$ cat config.mk
export PLATFORM = sky130hd
export DESIGN_NAME = z_depth_store
export DESIGN_NICKNAME = d
export VERILOG_FILES = /design/src/rtl/z_depth_store.sv
export SDC_FILE = /design/constraint.sdc
export NUM_CORES = 1
export LEC_CHECK = 0
export ABC_AREA = 1
export CAP_MARGIN = 5
export CORE_ASPECT_RATIO = 0.7
export CORE_MARGIN = 2
export CORE_UTILIZATION = 40
export CTS_CLUSTER_DIAMETER = 120
export DETAILED_ROUTE_END_ITERATION = 10
export GPL_TIMING_DRIVEN = 0
export HOLD_SLACK_MARGIN = 0.06
export PLACE_DENSITY_LB_ADDON = 0.3
export SLEW_MARGIN = 10
export SYNTH_ARGS = -nofsm -noshare
export SYNTH_HDL_FRONTEND = slang
export SYNTH_SLANG_ARGS = --single-unit
export TNS_END_PERCENT = 20
$ cat constraint.sdc
create_clock -name clk_i -period 3.7 [get_ports clk_i]
set_input_delay 0.925 -clock clk_i [delete_from_list [all_inputs] [get_ports clk_i]]
set_output_delay 0.925 -clock clk_i [all_outputs]
set_load 0.005 [all_outputs]
$ cat src/rtl/z_depth_store.sv
// Z-buffer depth memory: word-addressed read/write responder with base-relative
// indexing, sticky out-of-range flag and a one-entry-per-cycle hardware fast-clear.
module z_depth_store #(
  parameter int Z_SIZE    = 8,
  parameter int X_RES     = 4,
  parameter int Y_RES     = 4,
  parameter int ADDR_SIZE = 32,
  parameter int DEPTH     = X_RES * Y_RES,
  parameter int IDX_W     = $clog2(DEPTH)
) (
  input  logic                 clk_i,
  input  logic                 rst_i,
  input  logic [ADDR_SIZE-1:0] base_address_i,
  input  logic                 buf_r_w,
  input  logic [ADDR_SIZE-1:0] buf_addr,
  input  logic [Z_SIZE-1:0]    buf_data_w,
  output logic [Z_SIZE-1:0]    buf_data_r,
  input  logic                 data_r_ready,
  output logic                 data_r_valid,
  input  logic                 data_w_valid,
  output logic                 data_w_ready,
  input  logic                 clear_i,
  input  logic [Z_SIZE-1:0]    clear_value_i,
  output logic                 clear_busy_o,
  output logic                 clear_done_o,
  output logic                 addr_err_o
);

  localparam logic [2:0] IDLE      = 3'd0;
  localparam logic [2:0] RD_LOOKUP = 3'd1;
  localparam logic [2:0] RD_RESP   = 3'd2;
  localparam logic [2:0] WR_ACK    = 3'd3;
  localparam logic [2:0] CLEAR     = 3'd4;

  localparam logic [IDX_W-1:0] LAST_IDX = IDX_W'(DEPTH - 1);

  logic [Z_SIZE-1:0] mem [DEPTH];

  logic [2:0]        state_q,   state_d;
  logic              oor_q,     oor_d;
  logic [IDX_W-1:0]  cnt_q,     cnt_d;
  logic [Z_SIZE-1:0] clr_val_q, clr_val_d;
  logic [Z_SIZE-1:0] rdata_q,   rdata_d;
  logic              rvalid_q,  rvalid_d;
  logic              wready_q,  wready_d;
  logic              busy_q,    busy_d;
  logic              done_q,    done_d;
  logic              err_q,     err_d;
  logic [Z_SIZE-1:0] mem_rd_q;

  logic [ADDR_SIZE-1:0] req_idx;
  logic                 req_inr;
  logic                 mem_we;
  logic                 mem_re;
  logic [IDX_W-1:0]     mem_waddr;
  logic [Z_SIZE-1:0]    mem_wdata;

  // Modular subtract: addresses below the base wrap to huge indices and fail the range test.
  assign req_idx = buf_addr - base_address_i;
  assign req_inr = (req_idx < ADDR_SIZE'(DEPTH));

  always_comb begin
    state_d   = state_q;
    oor_d     = oor_q;
    cnt_d     = cnt_q;
    clr_val_d = clr_val_q;
    rdata_d   = rdata_q;
    rvalid_d  = rvalid_q;
    wready_d  = 1'b0;
    busy_d    = busy_q;
    done_d    = 1'b0;
    err_d     = err_q;
    mem_we    = 1'b0;
    mem_re    = 1'b0;
    mem_waddr = req_idx[IDX_W-1:0];
    mem_wdata = buf_data_w;
    case (state_q)
      IDLE: begin
        if (clear_i) begin
          state_d   = CLEAR;
          clr_val_d = clear_value_i;
          cnt_d     = '0;
          busy_d    = 1'b1;
          err_d     = 1'b0;
        end else if (data_w_valid && !buf_r_w) begin
          state_d  = WR_ACK;
          wready_d = 1'b1;
          mem_we   = req_inr;
          if (!req_inr) err_d = 1'b1;
        end else if (buf_r_w && data_r_ready) begin
          state_d = RD_LOOKUP;
          mem_re  = 1'b1;
          oor_d   = !req_inr;
          if (!req_inr) err_d = 1'b1;
        end
      end
      RD_LOOKUP: begin
        state_d  = RD_RESP;
        rdata_d  = oor_q ? {Z_SIZE{1'b1}} : mem_rd_q;
        rvalid_d = 1'b1;
      end
      RD_RESP: begin
        if (data_r_ready) begin
          state_d  = IDLE;
          rvalid_d = 1'b0;
        end
      end
      WR_ACK: state_d = IDLE;
      CLEAR: begin
        mem_we    = 1'b1;
        mem_waddr = cnt_q;
        mem_wdata = clr_val_q;
        cnt_d     = cnt_q + IDX_W'(1);
        if (cnt_q == LAST_IDX) begin
          state_d = IDLE;
          cnt_d   = '0;
          busy_d  = 1'b0;
          done_d  = 1'b1;
        end
      end
      default: state_d = IDLE;
    endcase
  end

  always_ff @(posedge clk_i) begin
    if (rst_i) begin
      state_q   <= IDLE;
      oor_q     <= 1'b0;
      cnt_q     <= '0;
      clr_val_q <= '0;
      rdata_q   <= '0;
      rvalid_q  <= 1'b0;
      wready_q  <= 1'b0;
      busy_q    <= 1'b0;
      done_q    <= 1'b0;
      err_q     <= 1'b0;
    end else begin
      state_q   <= state_d;
      oor_q     <= oor_d;
      cnt_q     <= cnt_d;
      clr_val_q <= clr_val_d;
      rdata_q   <= rdata_d;
      rvalid_q  <= rvalid_d;
      wready_q  <= wready_d;
      busy_q    <= busy_d;
      done_q    <= done_d;
      err_q     <= err_d;
    end
  end

  // Storage is deliberately not reset; contents are defined by the first clear.
  always_ff @(posedge clk_i) begin
    if (mem_we && !rst_i) mem[mem_waddr] <= mem_wdata;
    if (mem_re) mem_rd_q <= mem[req_idx[IDX_W-1:0]];
  end

  assign buf_data_r   = rdata_q;
  assign data_r_valid = rvalid_q;
  assign data_w_ready = wready_q;
  assign clear_busy_o = busy_q;
  assign clear_done_o = done_q;
  assign addr_err_o   = err_q;

endmodule

==> flow_metrics.py, run 1 <==
metrics = {
    "min_path": {
        "hold_start": "clr_val_q[1]$_SDFFE_PP0P_",
        "holdPathEnd": "clr_val_q[1]$_SDFFE_PP0P_",
        "hold_class": "reg -> reg",
        "hold_depth": 2,
    },
    "yosys": {
        "syn_area_mm2": 0.009229,
        "syn_nets": 1193,
        "synth_top_cell_area_share_pct": 44.25,
        "synth_area_leaders": "edfxtp_1, nand2_1, inv_1",
        "ys_types": 41,
        "async_reset_ff_share_pct": 0,
        "yosys.area.top_type": "edfxtp_1",
        "synth-edff-count": 136,
        "avgSynthCellArea_um2": 8.593,
        "synth_cells": 1074,
        "yosys_warnings": 0,
        "ys_ff_latch": 165,
        "ys.flop_type": "edfxtp_1",
        "yosysSeqAreaShare_pct": 50.54,
        "yosysMostFrequentCell": "nand2_1",
        "synthTopCellsByCount": "nand2_1, inv_1, edfxtp_1",
    },
    "worst_setup_path": {
        "r2r_end": "mem[6][4]$_DFFE_PP_",
        "slowest_stage": "clkdlybuf4s50_1",
        "cp_data_arrival_time_ns": 3.83,
        "crit_required_ns": 3.84,
        "worstSetupEndpointType": "register",
        "max_stage_delay_ns": 0.47,
        "critical_path.cell_chain": "clkdlybuf4s50_1 -> inv_1 -> ha_4 -> nand2_2 -> nor2_2 -> inv_1 -> nor4_4 -> nand3_2 -> nand2_1 -> nand2_1 -> nand2_1 -> nand3_2 -> nor2_4 -> nand3_2 -> nand2_4 -> nand2_8 -> buf_12 -> nor2_4 -> buf_12",
        "rrSetupSlack_ns": 1.19,
        "critPathKind": "in -> reg",
        "crit_path_start_kind": "input pin",
        "path_max_fanout": 8,
        "reg2regPathDepth": 6,
        "cp-startpoint": "base_address_i[26]",
        "rr_startpoint": "state_q[2]$_SDFFE_PP0P_",
    },
    "clock_tree": {
        "ctsHoldBuffers": 0,
        "cts.sinks": 165,
        "cts.clk_slew.worst_paths_ns": 0.06,
        "cts-root-buf": "clkbuf_16",
        "clk_path_buf_depth": 2,
        "cts_made_buffers": 17,
        "clkLatencyLatePin_ns": 0.42,
        "cts_tree": "done",
        "h-tree-depth": 4,
    },
    "sta": {
        "final.period_utilization_pct": 99.76,
        "fin_ws_ns": 0.008981,
        "setup_violations": 0,
        "max_freq_mhz": 270.9,
        "hold_slack_ns": 0.4548,
        "maxSlewViolCount": 0,
        "worst_slew_pin_slew_ns": 0.9317,
        "hold_violations": 0,
        "fin_skew_ns": 0.01099,
        "period_needed_ns": 3.691,
        "finalSetupTns_ns": 0,
        "max_slew_margin_pct": 37.41,
    },
    "global_route": {
        "grt_antenna_before_repair": 0,
        "globalRouteTotalUtil_pct": 21.39,
        "grtUsageMet2_pct": 31.43,
        "gr-max-usage-layer": "met1",
        "met1_usage_pct": 32.32,
        "grt_max_degree": 17,
        "met3_usage_pct": 5.193,
        "overflow": 0,
        "grt_first_pass_wirelength_mm": 39.54,
        "grt_pass1_vias": 7494,
    },
    "place": {
        "pre_cts_ws_ns": -1.055,
        "gp_congestion": 0.9260,
        "io_buffers": 97,
        "hpwl_mm": 18.85,
    },
    "drt": {
        "drt_first_pass_iters": 6,
        "vias": 8061,
        "vias_per_cell": 5.154,
        "totalWireLength_mm": 26.05,
        "drt_iter0_markers": 852,
        "final_antenna_net_count": 0,
        "drc": 0,
        "wl_per_cell_um": 16.65,
    },
    "power_and_ir_drop": {
        "clkPwrFrac_pct": 32.4,
        "vdd_ir_drop_max_mv": 0.4409,
        "power_frac_comb_pct": 26.9,
        "finalPower_uw": 5230,
        "power_frac_seq_pct": 40.7,
        "p_per_area_mw_per_mm2": 414.6,
        "p_int_uw": 3630,
        "switching_power_uw": 1600,
        "sw_frac_of_total_pct": 30.60,
        "power.leakage_uw": 0.005088,
    },
    "final_layout": {
        "drive_above_1_share_pct": 22.76,
        "num-fill-cells": 1989,
        "antenna_cells": 0,
        "regArea_mm2": 0.004664,
        "multi_input_area_mm2": 0.004758,
        "synthToLayoutAreaGrowth_pct": 36.70,
        "fin_nets": 1358,
    },
    "floorplanning": {
        "rows": 46,
        "die_h_um": 131.1,
        "ios": 99,
        "die_area_mm2": 0.02432,
        "die_x_um": 185.6,
        "start_util_pct": 40.70,
        "core_area_mm2": 0.02268,
    },
    "status": {
        "outcome": "finished, final reports clean",
    },
    "flow_run": {
        "maxCapViolations": 0,
    },
}
cell families after synthesis:
family / share of synthesized area, %
compound gates: 10.26
mux: 3.254
flops: 50.54
buf+inv: 8.012
simple gates: 22.80
fa+ha+maj: 4.555
xor+xnor: 0.5695
state kept, by name (all words and copies together), names as in the netlist, 3 cells and up:
register / flops
buf_data_r: 8
clr_val_q: 8
cnt_q: 4
mem: 128
mem_rd_q: 8
state_q: 3
critical path: cells and delay by family:
family	cells	cell delay, ns
AND/OR/NAND/NOR	13	1.62
adder cells (fa/ha/maj)	1	0.31
buffers and inverters	5	0.96
power by group through the flow:
stage / registers, uW / logic, uW / clock network [uW]
after floorplan: 2160 / 707 / 0
after global placement: 2170 / 1110 / 0
after detailed placement: 2170 / 1140 / 0
after CTS: 2130 / 1240 / 1720
after global routing: 2130 / 1540 / 1800
final: 2130 / 1410 / 1700
repair_timing:
item                                    in CTS  in global routing
endpoints found under the setup margin     134                130
pin swaps                                   32                 65
setup buffers                               18                 24
resized for setup                          103                138
gates cloned                                 1                  0
metrics by stage:
| step | instance area [um2] | std cells | util (%) |
|---|---|---|---|
| after floorplan | 9229 | 1074 | - |
| after global placement | 10590 | 1483 | 46.70 |
| after detailed placement | 10650 | 1490 | 46.98 |
| after CTS | 11890 | 1541 | 52.44 |
| after global routing | 12620 | 1564 | 55.63 |
| final | 12620 | 1564 | 55.63 |
layer usage:
metal / wire length [um] / share of wire [%]
met5: 0 / 0
met4: 165 / 0.63
met3: 2447 / 9.4
met2: 11040 / 42
met1: 12390 / 48
how the worst max path moves through the flow:
stage	slack [ns]	to	cells after the start
6_report	0.009	mem[5][6]$_DFFE_PP_	19
5_1_grt	-0.06	mem[14][3]$_DFFE_PP_	18
4_1_cts	0.003	mem[3][6]$_DFFE_PP_	20
3_5_place_dp	-1.05	mem[12][4]$_DFFE_PP_	15
3_3_place_gp	-1.02	mem[11][6]$_DFFE_PP_	21
2_1_floorplan	0.20	mem[0][0]$_DFFE_PP_	21
final cells by class:
class	count	area share [%]
multi-input cells	716	37.72
flip-flops and latches	165	36.97
repair buffers	147	11.79
inverters	166	4.959
clock buffers	20	3.461
well taps	312	3.094
clock inverters	12	1.031
plain buffers	26	0.9719
cell usage in the layout (no fill, tap or decap), types with 12 or more instances in the layout:
cell type / instances
nand3_1: 41
nand2_4: 14
o21ai_0: 58
a21oi_2: 21
edfxtp_1: 136
dfxtp_1: 29
inv_1: 147
o221ai_1: 30
buf_4: 38
nor2_2: 12
clkbuf_16: 17
inv_2: 15
nor2_1: 94
nand2_2: 52
clkdlybuf4s50_1: 87
nand3_2: 16
mux2i_1: 30
a21oi_1: 31
clkbuf_1: 25
nand2_1: 206
nor2_4: 25
ha_4: 25
(Power assumes the default switching activity.)
==> run 2, diff against run 1 <==
DONT_BUFFER_PORTS = 1   (was unset)
==> run 2 against run 1 <==
Clock power shrank 2%. Clock skew shrank 0.0041 ns. Global-route usage shrank 1.1 points. Maximum frequency grew 3.9%. Highest routed layer unchanged.
==> flow_metrics.py, run 2 (synthesis results as in run 1) <==
metrics = {
    "sta": {
        "worst_slew_pin_slew_ns": 0.9559,
        "hold_violations": 0,
        "setup_violations": 0,
        "fin_skew_ns": 0.006923,
        "max_slew_margin_pct": 36.06,
        "maxSlewViolCount": 0,
        "final.period_utilization_pct": 96.01,
        "finalSetupTns_ns": 0,
        "period_needed_ns": 3.552,
        "rsz0062_at_grt": "yes",
        "max_freq_mhz": 281.5,
    },
    "floorplanning": {
        "die_x_um": 185.6,
        "core_area_mm2": 0.02268,
        "die_h_um": 131.1,
        "start_util_pct": 40.70,
        "rows": 46,
        "ios": 99,
        "die_area_mm2": 0.02432,
    },
    "worst_setup_path": {
        "slowest_stage": "nor4_1",
        "critPathTopFamily": "simple AND/OR/NAND/NOR gates",
        "crit_path_start_kind": "input pin",
        "crit_required_ns": 3.80,
        "cp_data_arrival_time_ns": 3.65,
        "path_max_fanout": 8,
        "critical_path.cell_chain": "inv_1 -> ha_1 -> nand2_1 -> nor4_1 -> nand2_1 -> nand3_1 -> nand2_1 -> nor2_1 -> nand3_1 -> nor2_4 -> nand3_2 -> nand2_2 -> nand2_8 -> buf_12 -> nor2_4",
        "rrSetupSlack_ns": 1.10,
        "worstSetupEndpointType": "register",
        "max_stage_delay_ns": 0.62,
        "worst_path_most_repeated_cell": "nand2_1",
        "crit_buf_inv": 2,
        "critPathKind": "in -> reg",
    },
    "final_layout": {
        "num-fill-cells": 2211,
        "final_common_cell": "nand2_1",
        "final_util_pct": 46.33,
        "largest_register": "mem",
        "synthToLayoutAreaGrowth_pct": 13.83,
        "regArea_mm2": 0.004664,
        "largest_reg_flops": 128,
        "multi_input_area_mm2": 0.003950,
        "antenna_cells": 0,
        "final_cell_mix": "nand2_1, inv_1, edfxtp_1, nor2_1, o21ai_0",
        "fin_nets": 1225,
        "drive_above_1_share_pct": 9.115,
    },
    "drt": {
        "drt_iter0_markers": 759,
        "drc": 0,
        "final_antenna_net_count": 0,
        "totalWireLength_mm": 23.98,
        "wl_per_cell_um": 16.76,
        "vias_per_cell": 5.189,
        "vias": 7425,
        "drt_first_pass_iters": 6,
    },
    "clock_tree": {
        "clkLatencyLatePin_ns": 0.42,
        "cts.sinks": 165,
        "cts.clk_slew.worst_paths_ns": 0.06,
        "cts-root-buf": "clkbuf_16",
        "clk_path_buf_depth": 2,
        "h-tree-depth": 4,
        "ctsHoldBuffers": 0,
        "cts_tree": "done",
        "cts_made_buffers": 17,
    },
    "global_route": {
        "overflow": 0,
        "globalRouteTotalUtil_pct": 20.30,
        "grt_max_degree": 17,
        "grt_antenna_before_repair": 1,
        "grt_pass1_vias": 6553,
        "grt_first_pass_wirelength_mm": 36.63,
    },
    "power_and_ir_drop": {
        "p_per_area_mw_per_mm2": 463.8,
        "vdd_ir_drop_max_mv": 0.4267,
        "power.leakage_uw": 0.004362,
    },
    "status": {
        "outcome": "finished, final reports clean",
    },
    "place": {
        "gp_congestion": 0.8999,
        "hpwl_mm": 18.25,
        "io_buffers": 0,
    },
    "flow_run": {
        "maxCapViolations": 0,
    },
    "min_path": {
        "hold_class": "reg -> reg",
    },
}
## run 2: worst register-to-register path, stage by stage (launching register included)
cell,delay [ns]
dfxtp_1,0.35
nor2_1,0.05
inv_1,0.08
nor2_1,0.09
inv_1,0.18
clkbuf_1,0.40
nand2_1,0.09
o21ai_0,0.19
inv_1,0.12
nor2_1,0.22
nand2_1,0.10
nor2_2,0.39
## run 2: per-layer routing
layer	track usage (%)	vias up	wire (um)
met4	6.021	0	306
met2	27.90	312	9561
met5	0	-	0
met1	32.11	3438	11830
li1	-	3652	-
met3	3.674	23	2288
## run 2: layout make-up
type / instances / share of cell area (%)
Inverter: 166 / 5.931
Clock buffer: 26 / 4.967
Clock inverter: 6 / 0.3454
Tap cell: 312 / 3.716
Buffer: 27 / 1.191
Timing Repair Buffer: 13 / 1.846
Sequential cell: 165 / 44.40
Multi-Input combinational cell: 716 / 37.60
## run 2: worst paths after layout
| kind | from | end | cells after the start |
|---|---|---|---|
| worst min-delay path | clr_val_q[3]$_SDFFE_PP0P_ | clr_val_q[3]$_SDFFE_PP0P_ | 2 |
| worst max-delay path | base_address_i[18] | mem[15][6]$_DFFE_PP_ | 15 |
| worst max register to register | state_q[1]$_SDFFE_PP0P_ | mem[12][6]$_DFFE_PP_ | 11 |
| worst min register to register | clr_val_q[3]$_SDFFE_PP0P_ | clr_val_q[3]$_SDFFE_PP0P_ | 2 |
## run 2: per-stage QoR
stage / setup slack [ns] / hold slack, ns / cell area [um2] / cells / power (uW)
finish: 0.1475 / 0.4558 / 10510 / 1431 / 4872
floorplan: 0.2027 / 0.4242 / 9229 / 1074 / 2871
detailed placement: -0.6184 / 0.4530 / 9672 / 1391 / 3200
global placement: -0.5750 / 0.4353 / 9619 / 1386 / 3175
CTS: -0.06815 / 0.4622 / 10280 / 1423 / 4849
global route: -0.01898 / 0.4883 / 10510 / 1431 / 5091
## run 2: timing repair
item | in CTS | in global routing
buffers inserted | 0 | 7
setup endpoints to repair | 96 | 128
resized for setup | 12 | 17
gates cloned | 0 | 1
pin swaps | 0 | 9
## run 2: where the power goes
part           switching [uW]  internal, uW
clock                     686           973
sequential               25.2          2110
combinational             759           318
